**src/rtl/qbus_target_pkg.sv**
```systemverilog
// Shared Q-bus target definitions: FSM state encoding, default window/timeout
// values and the byte-enable decode helper.
package qbus_target_pkg;

   typedef enum logic [2:0] {
      S_IDLE,
      S_DECODE,
      S_ACCESS,
      S_WAIT,
      S_REPLY,
      S_MISS
   } qbus_state_e;

   localparam logic [15:0] QBUS_DEF_BASE    = 16'o177000;
   localparam logic [15:0] QBUS_DEF_MASK    = 16'o177000;
   localparam int unsigned QBUS_DEF_TIMEOUT = 63;
   localparam int unsigned QBUS_TMR_W       = 16;

   // bit0 enables the low byte; a byte access selects one half by addr[0]
   function automatic logic [1:0] qbus_byte_en(input logic byte_acc, input logic a0);
      if (!byte_acc) begin
         return 2'b11;
      end
      return a0 ? 2'b10 : 2'b01;
   endfunction

endpackage

```
**src/rtl/qbus_tmr.sv**
```systemverilog
// Loadable down-counter used for both the wait-state and the mem_ack timeout.
// Load wins over decrement; the count saturates at zero.
module qbus_tmr #(
   parameter int unsigned WIDTH = 16
) (
   input  logic             clk,
   input  logic             reset,
   input  logic             ce,
   input  logic             load,
   input  logic [WIDTH-1:0] load_val,
   input  logic             dec,
   output logic [WIDTH-1:0] count,
   output logic             zero
);

   localparam logic [WIDTH-1:0] ONE = 1;

   always_ff @(posedge clk) begin
      if (reset) begin
         count <= '0;
      end else if (ce) begin
         if (load) begin
            count <= load_val;
         end else if (dec && (count != '0)) begin
            count <= count - ONE;
         end
      end
   end

   assign zero = (count == '0);

endmodule

```
**src/rtl/qbus_target.sv**
```systemverilog
// Q-bus target: decodes an address window, forwards DIN/DOUT to a local
// memory port and answers with RPLY once the local side acknowledges.
module qbus_target
   import qbus_target_pkg::*;
#(
   parameter logic [15:0] BASE        = QBUS_DEF_BASE,
   parameter logic [15:0] MASK        = QBUS_DEF_MASK,
   parameter int unsigned WAIT_STATES = 0,
   parameter int unsigned TIMEOUT     = QBUS_DEF_TIMEOUT
) (
   input  logic        clk,
   input  logic        reset,
   input  logic        ce,
   input  logic        SYNC,
   input  logic        DIN,
   input  logic        DOUT,
   input  logic        WTBT,
   input  logic [15:0] addr_i,
   input  logic [15:0] data_i,
   output logic [15:0] data_o,
   output logic        RPLY,
   output logic        hit,
   output logic [14:0] mem_addr,
   output logic [15:0] mem_wdata,
   output logic [1:0]  mem_be,
   output logic        mem_we,
   output logic        mem_re,
   input  logic [15:0] mem_rdata,
   input  logic        mem_ack,
   output logic        timeout_err
);

   localparam logic [QBUS_TMR_W-1:0] TMO_LOAD  = QBUS_TMR_W'(TIMEOUT);
   localparam logic [QBUS_TMR_W-1:0] WAIT_LOAD = QBUS_TMR_W'(WAIT_STATES);
   localparam logic [QBUS_TMR_W-1:0] ONE       = 1;

   qbus_state_e           state;
   logic [15:0]           rdata_q;
   logic                  addr_match;
   logic                  go_access;
   logic                  acc_ack;
   logic [QBUS_TMR_W-1:0] tmo_count;
   logic                  tmo_zero;
   logic                  tmo_expire;
   logic [QBUS_TMR_W-1:0] wait_count;
   logic                  wait_zero;
   logic                  wait_done;

   assign addr_match = ((addr_i & MASK) == (BASE & MASK));
   assign go_access  = (state == S_DECODE) && SYNC && hit && !(DIN && DOUT) && (DIN || DOUT);
   assign acc_ack    = (state == S_ACCESS) && SYNC && mem_ack;
   // Fire on the edge that would take the count to zero, so the pulse
   // appears exactly TIMEOUT (or WAIT_STATES) ce-cycles after the load.
   assign tmo_expire = tmo_zero || (tmo_count == ONE);
   assign wait_done  = wait_zero || (wait_count == ONE);

   qbus_tmr #(
      .WIDTH(QBUS_TMR_W)
   ) u_tmo_tmr (
      .clk     (clk),
      .reset   (reset),
      .ce      (ce),
      .load    (go_access),
      .load_val(TMO_LOAD),
      .dec     (state == S_ACCESS),
      .count   (tmo_count),
      .zero    (tmo_zero)
   );

   qbus_tmr #(
      .WIDTH(QBUS_TMR_W)
   ) u_wait_tmr (
      .clk     (clk),
      .reset   (reset),
      .ce      (ce),
      .load    (acc_ack),
      .load_val(WAIT_LOAD),
      .dec     (state == S_WAIT),
      .count   (wait_count),
      .zero    (wait_zero)
   );

   always_ff @(posedge clk) begin
      if (reset) begin
         state       <= S_IDLE;
         RPLY        <= 1'b0;
         hit         <= 1'b0;
         data_o      <= '0;
         rdata_q     <= '0;
         mem_re      <= 1'b0;
         mem_we      <= 1'b0;
         mem_be      <= '0;
         mem_addr    <= '0;
         mem_wdata   <= '0;
         timeout_err <= 1'b0;
      end else if (ce) begin
         timeout_err <= 1'b0;
         case (state)
            S_IDLE: begin
               if (SYNC) begin
                  mem_addr <= addr_i[15:1];
                  mem_be   <= qbus_byte_en(WTBT, addr_i[0]);
                  hit      <= addr_match;
                  state    <= S_DECODE;
               end
            end
            S_DECODE: begin
               if (!SYNC) begin
                  hit   <= 1'b0;
                  state <= S_IDLE;
               end else if (!hit || (DIN && DOUT)) begin
                  state <= S_MISS;
               end else if (DIN || DOUT) begin
                  mem_re    <= DIN;
                  mem_we    <= DOUT;
                  mem_wdata <= data_i;
                  state     <= S_ACCESS;
               end
            end
            S_ACCESS: begin
               if (!SYNC) begin
                  mem_re <= 1'b0;
                  mem_we <= 1'b0;
                  hit    <= 1'b0;
                  state  <= S_IDLE;
               end else if (mem_ack) begin
                  mem_re  <= 1'b0;
                  mem_we  <= 1'b0;
                  rdata_q <= mem_re ? mem_rdata : '0;
                  if (WAIT_STATES > 0) begin
                     state <= S_WAIT;
                  end else begin
                     RPLY   <= 1'b1;
                     data_o <= mem_re ? mem_rdata : '0;
                     state  <= S_REPLY;
                  end
               end else if (tmo_expire) begin
                  timeout_err <= 1'b1;
                  mem_re      <= 1'b0;
                  mem_we      <= 1'b0;
                  state       <= S_MISS;
               end
            end
            S_WAIT: begin
               if (!SYNC) begin
                  hit   <= 1'b0;
                  state <= S_IDLE;
               end else if (wait_done) begin
                  RPLY   <= 1'b1;
                  data_o <= rdata_q;
                  state  <= S_REPLY;
               end
            end
            S_REPLY: begin
               if (!DIN && !DOUT) begin
                  RPLY   <= 1'b0;
                  data_o <= '0;
                  if (SYNC) begin
                     state <= S_DECODE;
                  end else begin
                     hit   <= 1'b0;
                     state <= S_IDLE;
                  end
               end
            end
            S_MISS: begin
               if (!SYNC) begin
                  hit   <= 1'b0;
                  state <= S_IDLE;
               end
            end
            default: state <= S_IDLE;
         endcase
      end
   end

endmodule
```
**config.mk**
```make
export PLATFORM = sky130hd
export DESIGN_NAME = qbus_target
export DESIGN_NICKNAME = d
export VERILOG_FILES = /design/src/rtl/qbus_target_pkg.sv /design/src/rtl/qbus_tmr.sv /design/src/rtl/qbus_target.sv
export SDC_FILE = /design/constraint.sdc
export NUM_CORES = 1
export LEC_CHECK = 0
export ABC_AREA = 1
export BUFFER_PORTS_ARGS = -buffer_cell sky130_fd_sc_hd__buf_2
export CAP_MARGIN = 20
export CORE_MARGIN = 2
export CORE_UTILIZATION = 60
export CTS_BUF_LIST = sky130_fd_sc_hd__clkbuf_8
export DETAILED_ROUTE_END_ITERATION = 8
export PLACE_DENSITY = 0.91
export SLEW_MARGIN = 20
export SYNTH_ARGS = -nofsm -noshare
export SYNTH_HDL_FRONTEND = slang
export SYNTH_SLANG_ARGS = --single-unit
```
**constraint.sdc**
```tcl
create_clock -name clk -period 3.3 [get_ports clk]
set_input_delay 0.33 -clock clk [delete_from_list [all_inputs] [get_ports clk]]
set_output_delay 0.33 -clock clk [all_outputs]
set_load 0.05 [all_outputs]
```
==> impl_metrics.env <==
export IMPL_gp_congestion=0.942
export IMPL_startpoint_type="flop"
export IMPL_dp_cells=931
export IMPL_grt_overflow_total=0
export IMPL_insertedDiodeCount=0
export IMPL_synth_cells=749
export IMPL_vias=5340
export IMPL_min_period_ns=2.26
export IMPL_yosys_area_share_simple_pct=32.6
export IMPL_insertion_delay_ns=0.38
export IMPL_clk_pin_slew_ns=0.11
export IMPL_setup_violations_final=0
export IMPL_yosysUniqueCellTypes=31
export IMPL_setup_tns_ns=0
export IMPL_ir_drop_v=0.000302
export IMPL_synth_top_area_share_pct=40.8
export IMPL_p_per_area_mw_per_mm2=483
export IMPL_grt_total_usage_pct=27.6
export IMPL_synth_async_reset_ratio_pct=0
export IMPL_die_w_um=96.7
export IMPL_synth_edff_count=0
export IMPL_ys_seq_elements=105
export IMPL_ys_warn_count=0
export IMPL_avgSynthCellArea_um2=6.88
export IMPL_synthFlopType="dfxtp_1"
export IMPL_die_area_mm2=0.00934
export IMPL_muxShareOfSynthArea_pct=0
export IMPL_fin_skew_ns=0.0173
export IMPL_status="complete, no violations"
export IMPL_dp_final_hpwl_mm=9.19
export IMPL_die_y_um=96.7
export IMPL_max_freq_mhz=443
export IMPL_row_count=33
export IMPL_crit_fanout=22
export IMPL_power_leakage_nw=2.57
export IMPL_cts_hold_buf=0
export IMPL_fin_cells=947
export IMPL_post_place_ws_ns=1.06
export IMPL_dr_pass1_iters=7
export IMPL_postRouteAntennaNets=0
export IMPL_place_area_mm2=0.00567
export IMPL_finalWorstSetupSlack_ns=1.04
export IMPL_cp_data_required_time_ns=3.55
export IMPL_cts_root_buffer="clkbuf_8"
export IMPL_port_buffers=109
export IMPL_critical_path_arrival_ns=2.50
export IMPL_core_area_mm2=0.00826
export IMPL_finalInstanceArea_mm2=0.00586
export IMPL_cts_tree="done"
export IMPL_tightest_slew_ns=0.802
export IMPL_clock_sinks=105
export IMPL_ys_seq_area_share_pct=40.8
export IMPL_yosysMostFrequentCell="nand2_1"
export IMPL_path_buf_inv=1
export IMPL_final_nets=899
export IMPL_numCtsBuffers=9
export IMPL_routed_via_density=5.64
export IMPL_cts_htree_levels=3
export IMPL_syn_area_mm2=0.00515
export IMPL_min_path_type="in2reg"
export IMPL_syn_nets=811
export IMPL_grt_pass1_vias=5119
export IMPL_end_kind="flop"
export IMPL_synth_compound_area_share_pct=15.4
export IMPL_max_stage_delay_ns=0.47
export IMPL_post_route_drc_count=0
export IMPL_dr_first_iter_drc_count=319
export IMPL_worstSetupPathType="reg2reg"
export IMPL_synth_xor_area_share_pct=1.87
export IMPL_synthTopCellsByCount="nand2_1, dfxtp_1, nor2_1, a21oi_1, nand3_1"
export IMPL_grt_first_pass_wirelength_mm=22.2
export IMPL_wl_mm=13.0
export IMPL_io_pins=110
export IMPL_syn_to_final_growth_pct=13.8
export IMPL_start_util_pct=62.4
export IMPL_clockBufferDepth=2
export IMPL_fill_cells=664
export IMPL_yosysTopAreaCell="dfxtp_1"
export IMPL_synth_top_family_by_area="simple AND/OR/NAND/NOR gates"
export IMPL_synth_area_leaders="dfxtp_1, nand2_1, a21oi_1, nor2_1, nand3_1"
export IMPL_crit_family="simple AND/OR/NAND/NOR gates"
export IMPL_cts_resized=0
export IMPL_cp_cell_sequence="nand2_1, nor2_2, nand2_2, nor2_4, nand2_4, nand2_4, inv_2, nand2_1, a21oi_1"
export IMPL_grt_setup_unrepaired="no"
export IMPL_maxCapViolations=0
export IMPL_grt_max_degree=41
export IMPL_postCtsSetupRepairBufs=0
export IMPL_slowest_stage="dfxtp_1"
export IMPL_final_period_utilization_pct=68.3
export IMPL_final_hold_viol_count=0
export IMPL_wl_per_cell_um=13.7
export IMPL_drv_slew=0
export IMPL_synthAdderAreaFrac_pct=1.46
export IMPL_maxSlewHeadroom_pct=46.5
export IMPL_layout_drive_gt1_share_pct=17.8
export IMPL_grt_antenna_before_repair=0
export IMPL_post_route_util_pct=71.0
-- metal layers --
layer  up-vias  GRT usage (%)  part of all wire [%]
li1       2634              -                     -
met1      2423           32.9                    40
met2       247           47.9                    49
met3        36           5.27                   8.2
met4         0           12.8                   2.7
met5         -              0                     0
-- metrics by stage --
| stage | hold WS [ns] | power [mW] |
|---|---|---|
| after CTS | 0.209 | 2.83 |
| after global placement | 0.429 | 2.05 |
| after floorplan | 0.453 | 1.92 |
| after detailed placement | 0.435 | 2.08 |
| after global routing | 0.221 | 2.98 |
| final | 0.214 | 2.83 |
-- cell type report --
class                   instances  area (um2)  area share [%]
clock buffers                   9         124            2.11
clock inverters                 7        62.6            1.07
inverters                      60         225            3.84
multi-input cells             549        2650            45.2
flip-flops and latches        105        2100            35.9
well taps                     105         131            2.24
repair buffers                112         568            9.69
-- flip-flops by register name, summed over array words and instances, names as in the netlist, 2 cells and up --
signal	flops
mem_wdata	16
u_tmo_tmr.count	16
mem_be	2
data_o	16
mem_addr	15
u_wait_tmr.count	16
rdata_q	16
state	3
-- cells in the final DEF (no fill, tap or decap), types with 2 or more instances in the layout --
| cell | netlist | final |
|---|---|---|
| nand3_4 | 2 | 2 |
| inv_8 | 0 | 3 |
| a211oi_1 | 11 | 11 |
| xnor2_1 | 4 | 4 |
| nor2_1 | 101 | 101 |
| nand4_1 | 32 | 32 |
| ha_1 | 6 | 6 |
| o21ai_0 | 46 | 46 |
| nand3_1 | 53 | 53 |
| buf_4 | 1 | 3 |
| clkbuf_8 | 0 | 9 |
| inv_2 | 7 | 7 |
| nor3_1 | 2 | 2 |
| nand2_4 | 3 | 3 |
| dfxtp_1 | 105 | 105 |
| nand2_1 | 176 | 176 |
| a21oi_1 | 88 | 88 |
| nor2_4 | 4 | 4 |
| buf_2 | 9 | 109 |
| nand2_2 | 4 | 4 |
| a21o_1 | 4 | 4 |
| inv_1 | 52 | 52 |
| clkinvlp_4 | 0 | 2 |
| xor2_1 | 7 | 7 |
-- worst paths after layout --
check | from | to | slack (ns) | depth (start not counted)
max | state[0] | u_tmo_tmr.count[15] | 1.04 | 9
min reg2reg | mem_addr[1] | mem_addr[1] | 0.45 | 2
max reg2reg | state[0] | u_tmo_tmr.count[15] | 1.04 | 9
min | mem_rdata[1] | rdata_q[1] | 0.21 | 3
-- worst min-delay path, cell delays in order --
cell and delay, ns:
buf_2 0.10, nand2_1 0.07, a211oi_1 0.07
-- where the power goes --
group | switching, mW | total (mW) | internal [mW]
Clock | 0.476 | 0.766 | 0.290
Combinational | 0.490 | 0.702 | 0.211
Sequential | 0.0457 | 1.37 | 1.32
-- kinds of logic (layout without fill, tap and decap cells) --
| logic type | count (synthesis) | count (layout) |
|---|---|---|
| xor+xnor | 11 | 11 |
| buf+inv | 95 | 188 |
| simple gates | 381 | 381 |
| compound gates | 151 | 151 |
| flops | 105 | 105 |
| fa+ha+maj | 6 | 6 |
No activity file was read; power rests on OpenSTA's default activity.
